**config.mk**
```make
export PLATFORM = sky130hd
export DESIGN_NAME = cpu_cycle_sequencer
export DESIGN_NICKNAME = d
export VERILOG_FILES = /design/src/rtl/cpu_cycle_sequencer.sv
export SDC_FILE = /design/constraint.sdc
export NUM_CORES = 1
export LEC_CHECK = 0
export BUFFER_PORTS_ARGS = -buffer_cell sky130_fd_sc_hd__buf_2
export CAP_MARGIN = 40
export CORE_MARGIN = 8
export CORE_UTILIZATION = 40
export CTS_BUF_LIST = sky130_fd_sc_hd__clkbuf_8
export DETAILED_ROUTE_END_ITERATION = 7
export PLACE_DENSITY = 0.72
export SYNTH_ARGS = -nofsm -noshare
export SYNTH_HDL_FRONTEND = slang
export SYNTH_SLANG_ARGS = --single-unit
```
**constraint.sdc**
```tcl
create_clock -name i_Clk -period 2.5 [get_ports i_Clk]
set_clock_uncertainty 0.2 [all_clocks]
set_input_delay 0 -clock i_Clk [delete_from_list [all_inputs] [get_ports i_Clk]]
set_output_delay 0 -clock i_Clk [all_outputs]
set_load 0.05 [all_outputs]
```
**src/rtl/cpu_cycle_sequencer.sv**
```systemverilog
// cpu_cycle_sequencer
// T-state / M-cycle timing generator feeding the per-instruction microcode ROMs.
// It produces a one-hot T-state step and a one-hot M-cycle count. The count
// restarts when the active microcode requests an opcode fetch. The block also
// handles HALT entry and wake, clock-enable stalls and instruction-length reporting.
module cpu_cycle_sequencer #(
  parameter int MAX_MCYCLES = 8,
  parameter int STEPS       = 4
) (
  input  logic                   i_Clk,
  input  logic                   i_Reset,
  input  logic                   i_Clock_Enable,
  input  logic                   i_IR_Fetch,
  input  logic                   i_Halt,
  input  logic                   i_Wake,
  output logic [STEPS-1:0]       o_Cycle_Step,
  output logic [MAX_MCYCLES-1:0] o_Cycle_Count,
  output logic                   o_Instruction_Start,
  output logic [3:0]             o_Last_Length,
  output logic                   o_Halted,
  output logic                   o_Overrun
);

  typedef enum logic [0:0] {
    ST_RUN  = 1'b0,
    ST_HALT = 1'b1
  } state_t;

  localparam logic [STEPS-1:0]       STEP_T1     = {{(STEPS-1){1'b0}}, 1'b1};
  localparam logic [MAX_MCYCLES-1:0] COUNT_FIRST = {{(MAX_MCYCLES-1){1'b0}}, 1'b1};
  localparam logic [3:0]             LEN_MAX     = 4'(MAX_MCYCLES);

  // Length of an instruction whose last M-cycle is the given one-hot count bit.
  function automatic logic [3:0] onehot_len(input logic [MAX_MCYCLES-1:0] cnt);
    logic [3:0] len;
    len = 4'd0;
    for (int i = 0; i < MAX_MCYCLES; i++) begin
      if (cnt[i]) begin
        len = 4'(i + 1);
      end
    end
    return len;
  endfunction

  state_t                   state_r, state_nxt_s;
  logic [STEPS-1:0]         step_r, step_nxt_s;
  logic [MAX_MCYCLES-1:0]   count_r, count_nxt_s;
  logic                     start_r, start_nxt_s;
  logic [3:0]               last_len_r, last_len_nxt_s;
  logic                     halted_r, halted_nxt_s;
  logic                     overrun_r, overrun_nxt_s;
  logic                     fetch_seen_r, fetch_seen_nxt_s;
  logic                     wake_pend_r, wake_pend_nxt_s;
  logic                     fetch_s;
  logic                     boundary_s;

  // A fetch request anywhere in this M-cycle, including the current clock.
  assign fetch_s    = fetch_seen_r | i_IR_Fetch;
  assign boundary_s = step_r[STEPS-1];

  // State register; a stalled clock leaves the state untouched.
  always_ff @(posedge i_Clk or posedge i_Reset) begin
    if (i_Reset) begin
      state_r <= ST_RUN;
    end else if (i_Clock_Enable) begin
      state_r <= state_nxt_s;
    end else begin
      state_r <= state_r;
    end
  end

  // Next-state decision: HALT on a fetch boundary flagged as HALT, RUN again on wake.
  always_comb begin
    state_nxt_s = state_r;
    case (state_r)
      ST_RUN: begin
        if (boundary_s && fetch_s && i_Halt) begin
          state_nxt_s = ST_HALT;
        end else begin
          state_nxt_s = ST_RUN;
        end
      end
      ST_HALT: begin
        if (i_Wake || wake_pend_r) begin
          state_nxt_s = ST_RUN;
        end else begin
          state_nxt_s = ST_HALT;
        end
      end
      default: begin
        state_nxt_s = ST_RUN;
      end
    endcase
  end

  // Next values of the timing, length and status registers.
  always_comb begin
    step_nxt_s       = step_r;
    count_nxt_s      = count_r;
    start_nxt_s      = 1'b0;
    last_len_nxt_s   = last_len_r;
    halted_nxt_s     = halted_r;
    overrun_nxt_s    = overrun_r;
    fetch_seen_nxt_s = fetch_seen_r;
    wake_pend_nxt_s  = wake_pend_r;
    case (state_r)
      ST_RUN: begin
        step_nxt_s = {step_r[STEPS-2:0], step_r[STEPS-1]};
        if (boundary_s) begin
          fetch_seen_nxt_s = 1'b0;
          if (fetch_s) begin
            count_nxt_s    = COUNT_FIRST;
            last_len_nxt_s = onehot_len(count_r);
            if (i_Halt) begin
              step_nxt_s      = STEP_T1;
              halted_nxt_s    = 1'b1;
              // A wake arriving with the HALT itself still costs one HALT clock.
              wake_pend_nxt_s = i_Wake;
            end else begin
              start_nxt_s = 1'b1;
            end
          end else if (count_r[MAX_MCYCLES-1]) begin
            // Ran off the end of the count without a fetch: force a refetch.
            count_nxt_s    = COUNT_FIRST;
            overrun_nxt_s  = 1'b1;
            last_len_nxt_s = LEN_MAX;
          end else begin
            count_nxt_s = count_r << 1'b1;
          end
        end else begin
          fetch_seen_nxt_s = fetch_s;
        end
      end
      ST_HALT: begin
        step_nxt_s       = STEP_T1;
        count_nxt_s      = COUNT_FIRST;
        fetch_seen_nxt_s = 1'b0;
        if (i_Wake || wake_pend_r) begin
          halted_nxt_s    = 1'b0;
          start_nxt_s     = 1'b1;
          wake_pend_nxt_s = 1'b0;
        end else begin
          halted_nxt_s = 1'b1;
        end
      end
      default: begin
        step_nxt_s  = STEP_T1;
        count_nxt_s = COUNT_FIRST;
      end
    endcase
  end

  // Timing/status registers, held on stalled clocks.
  always_ff @(posedge i_Clk or posedge i_Reset) begin
    if (i_Reset) begin
      step_r       <= STEP_T1;
      count_r      <= COUNT_FIRST;
      start_r      <= 1'b1;
      last_len_r   <= 4'd0;
      halted_r     <= 1'b0;
      overrun_r    <= 1'b0;
      fetch_seen_r <= 1'b0;
      wake_pend_r  <= 1'b0;
    end else if (i_Clock_Enable) begin
      step_r       <= step_nxt_s;
      count_r      <= count_nxt_s;
      start_r      <= start_nxt_s;
      last_len_r   <= last_len_nxt_s;
      halted_r     <= halted_nxt_s;
      overrun_r    <= overrun_nxt_s;
      fetch_seen_r <= fetch_seen_nxt_s;
      wake_pend_r  <= wake_pend_nxt_s;
    end else begin
      step_r       <= step_r;
      count_r      <= count_r;
      start_r      <= start_r;
      last_len_r   <= last_len_r;
      halted_r     <= halted_r;
      overrun_r    <= overrun_r;
      fetch_seen_r <= fetch_seen_r;
      wake_pend_r  <= wake_pend_r;
    end
  end

  // Output drive; the start pulse is held through a stall but masked while stalled.
  always_comb begin
    o_Cycle_Step        = step_r;
    o_Cycle_Count       = count_r;
    o_Instruction_Start = start_r & i_Clock_Enable;
    o_Last_Length       = last_len_r;
    o_Halted            = halted_r;
    o_Overrun           = overrun_r;
  end

endmodule
```
==> run summary <==
The library cell used most frequently in the layout, excluding fill and tap cells, is sky130_fd_sc_hd__buf_2. The floorplan step set the die width to 65.0 um. The clock transition at the register clock pins on the worst setup and hold paths after CTS came out at 0.08 ns.

For this run, the share of the core covered by cells in the final layout is 54.5%. The number of max-slew violations in the final report came out at 0. The combinational cell fraction of total power came out at 42.8%. The post-DP HPWL came out at 1580 um. The run finished with clean final reports. At the later pin of the worst-skew pair, clock insertion delay measures 0.26 ns.

STA classifies the critical path startpoint as a flop. The number of antenna violations at the first check in global routing is 0. Walking the worst path, the cells encountered are nor2_2 -> nor4_1 -> nor2_1 -> a21oi_1 -> dlygate4sd3_1. The total number of vias came out at 822.

The analysis attributes to net switching a power of 644 uW. Along the worst path, the maximum fanout reaches 9. The first global-routing pass estimated 3860 um of wire. Global routing consumed, over all layers together, 11.5% of the routing resources. The count of buffers inserted at the top-level ports is 24. Entering global routing, the biggest net connects 23 pins. Of the total synthesized cell area, the portion taken by XOR and XNOR cells is 0%. The H-tree level count came out at 1. The die outline height is 65.0 um. The filler cells instantiated in the layout total 212. The element type at the critical path end is a flop. The number of placed cells counting well taps came out at 142. Dividing the detail-routed via count by the number of cells gives 5.41.

The area of all sequential standard cells came out at 554 um2. The tool flagged a number of max-cap violations equal to 0. The via count of the first global-routing pass is 851. The number of enable flip-flop cells after synthesis is 0. Across the VDD grid, the largest voltage drop is 0.554 mV. Of the synthesized area, sequential elements account for 57.6%. In the final design database the tool counted 131 nets.

The required time of the critical path came out at 2.49 ns. The total leakage power came out at 0.000618 uW. Leaving out fill and tap cells, the most frequent cells in the layout are 24 x sky130_fd_sc_hd__buf_2, 19 x sky130_fd_sc_hd__dfrtp_1, 11 x sky130_fd_sc_hd__o21ai_0.

The switching power as a share of total power came out at 45.5%. In this run, post-CTS repair resized a total of 0 instances. The path class of the tightest hold or removal check is in2async.

The first-pass detailed-route iteration total is 4. The area of the core came out at 2250 um2. The share of total power in sequential cells is 39.3%. Global routing finished with a remaining overflow of 0. The number of cells produced by synthesis came out at 91. The largest stage delay on the critical path came out at 0.58 ns.

The synthesized netlist occupies a cell area of 962 um2. The total count of hold-check failures in the final report came out at 0. The category of the most critical setup path is reg2reg.

Cells with a size suffix above 1 make up 27.4% of the layout. The number of setup violations in the final report came out at 0. The area fraction in compound gates after synthesis is 23.3%.

The number of nets with antenna violations after detailed routing is 0. The final weighted congestion of routability-driven global placement is 0.743. Power spread over the standard cell area amounts to 1150 nW/um2.

Setup repair after global routing left no endpoint under its margin. After synthesis, the largest family of logic cells by area is compound AO/OA/AOI/OAI gates. The total non-filler cell area in the finished layout is 1230 um2. The worst pin sits at a relative slew slack of 44.1%. The post-synthesis to final-layout area growth came out at 27.7%.

The total inserted antenna cells is 0. The number of warning messages in the yosys log is 0. The net count after synthesis is 97. The iteration-0 DRC count of the detailed router is 46. In the synthesized netlist the async set-or-reset flop fraction comes to 100%. 25 I/O pins were placed.

The clock sink total came out at 22. The tree is rooted in a sky130_fd_sc_hd__clkbuf_8. The area after detailed placement came out at 1110 um2. TritonCTS built the clock tree.

The average cell area after synthesis is 10.6 um2. Among all flip-flop cells after synthesis, the most frequent one is sky130_fd_sc_hd__dfrtp_1. The area enclosed by the die boundary is 4230 um2. The detailed-route wire length is 2330 um.

The cell row count is 17. Cell internal power was estimated by the tool at 770 uW. The non-filler instance count after layout is 152.

Final hold analysis gives a worst-case slack of 0.238 ns. The register bit total from synthesis is 22. The area taken by multi-input logic gates is 367 um2.

On the critical path, the stage with the largest delay is an instance of sky130_fd_sc_hd__dlygate4sd3_1. Dividing the detail-routed wire length by the instance count gives 15.3 um. At the pin with the least slew margin, the transition time is 0.837 ns.

The final clock period utilization by the worst path is 77.0%. Based on the critical path, the design can be clocked at up to 519 MHz. The final routed DRC violation total is 0. The effective utilization at floorplan came out at 42.7%.

The clock buffer count from CTS came out at 3. The share of power burned in the clock network came out at 17.9%. The adder and majority cell fraction of the synthesized area came out at 0%. The data arrival time of the critical path came out at 1.91 ns. The post-route minimum period came out at 1.93 ns. The post-synthesis simple-gate area fraction came out at 14.8%.

The distinct cell type count after synthesis is 27. For the final routed database, the setup TNS stands at 0 ns. Of the post-synthesis cell area, the part taken by muxes is 0%.

The maximum root-to-sink buffer count came out at 2.
-- Yosys cell counts (all sizes together) (2+ instances only) --
cell | count | area [um2]
o21ai | 12 | 60.1
nand2 | 7 | 26.3
a21oi | 7 | 35.0
a22o | 5 | 43.8
dfstp | 3 | 78.8
nor2b | 2 | 12.5
a22oi | 2 | 15.0
inv | 10 | 37.5
nor2 | 8 | 32.5
nor4 | 3 | 33.8
dfrtp | 19 | 475
-- cell type report --
type / count / share of cell area, %
clock buffer: 4 / 4.48
tap: 28 / 2.85
multi-input combinational: 58 / 29.8
timing repair buffer: 30 / 14.7
inverter: 10 / 3.05
sequential: 22 / 45.1
-- sequential cells by signal (all words and copies together) (netlist names) --
signal,flops
o_Cycle_Count,8
o_Cycle_Step,4
o_Last_Length,4
fetch_seen_r,1
o_Halted,1
o_Overrun,1
start_r,1
state_r,1
wake_pend_r,1
-- through the flow --
step                worst slack, ns  power (uW)
floorplan                     0.854        1010
global placement               1.00        1140
detailed placement            0.948        1160
CTS                           0.602        1430
global route                  0.433        1500
finish                        0.575        1410
-- kinds of logic (layout without fill, tap and decap cells) --
family / count (synthesis) / count (layout)
AOI/OAI and AO/OA: 34 / 34
and+or+nand+nor: 24 / 24
buffers and inverters: 11 / 44
DFF: 22 / 22
-- worst max-delay path, delay by kind of cell (launching register included) --
family	cells	cell delay, ns
buf+inv	1	0.58
simple gates	3	0.55
flops	1	0.44
compound gates	1	0.08
-- power by group through the flow --
stage / combinational [uW] / clock [uW] / sequential, uW
global route: 653 / 275 / 575
CTS: 609 / 261 / 556
global placement: 583 / 0 / 557
finish: 605 / 253 / 556
detailed placement: 594 / 0 / 562
floorplan: 198 / 0 / 812
-- timing repair --
item                                   in CTS  in global routing
endpoints found under the hold margin      31                  0
hold buffers                                6                  0
setup buffers                               0                  0
-- per-layer routing --
| layer | GRT usage (%) | wire length (um) |
|---|---|---|
| met1 | 13.8 | 1060 |
| met2 | 17.0 | 1040 |
| met3 | 2.58 | 129 |
| met4 | 10.1 | 97 |
| met5 | 0 | 0 |
-- path summary, 6_finish.rpt --
path | from | end | slack [ns] | cells past startpoint
min in group i_Clk | o_Cycle_Step[0]$_DFFE_PP1P_ | o_Cycle_Step[0]$_DFFE_PP1P_ | 0.28 | 2
max | fetch_seen_r$_DFFE_PP0P_ | start_r$_DFFE_PP1P_ | 0.57 | 5
max reg2reg | fetch_seen_r$_DFFE_PP0P_ | start_r$_DFFE_PP1P_ | 0.57 | 5
min reg2reg | o_Cycle_Step[0]$_DFFE_PP1P_ | o_Cycle_Step[0]$_DFFE_PP1P_ | 0.28 | 2
min | i_Reset | o_Cycle_Count[1]$_DFFE_PP0P_ | 0.24 | 3
max in group asynchronous | i_Reset | o_Halted$_DFFE_PP0P_ | 1.35 | 3
No activity file was read; power rests on OpenSTA's default activity.
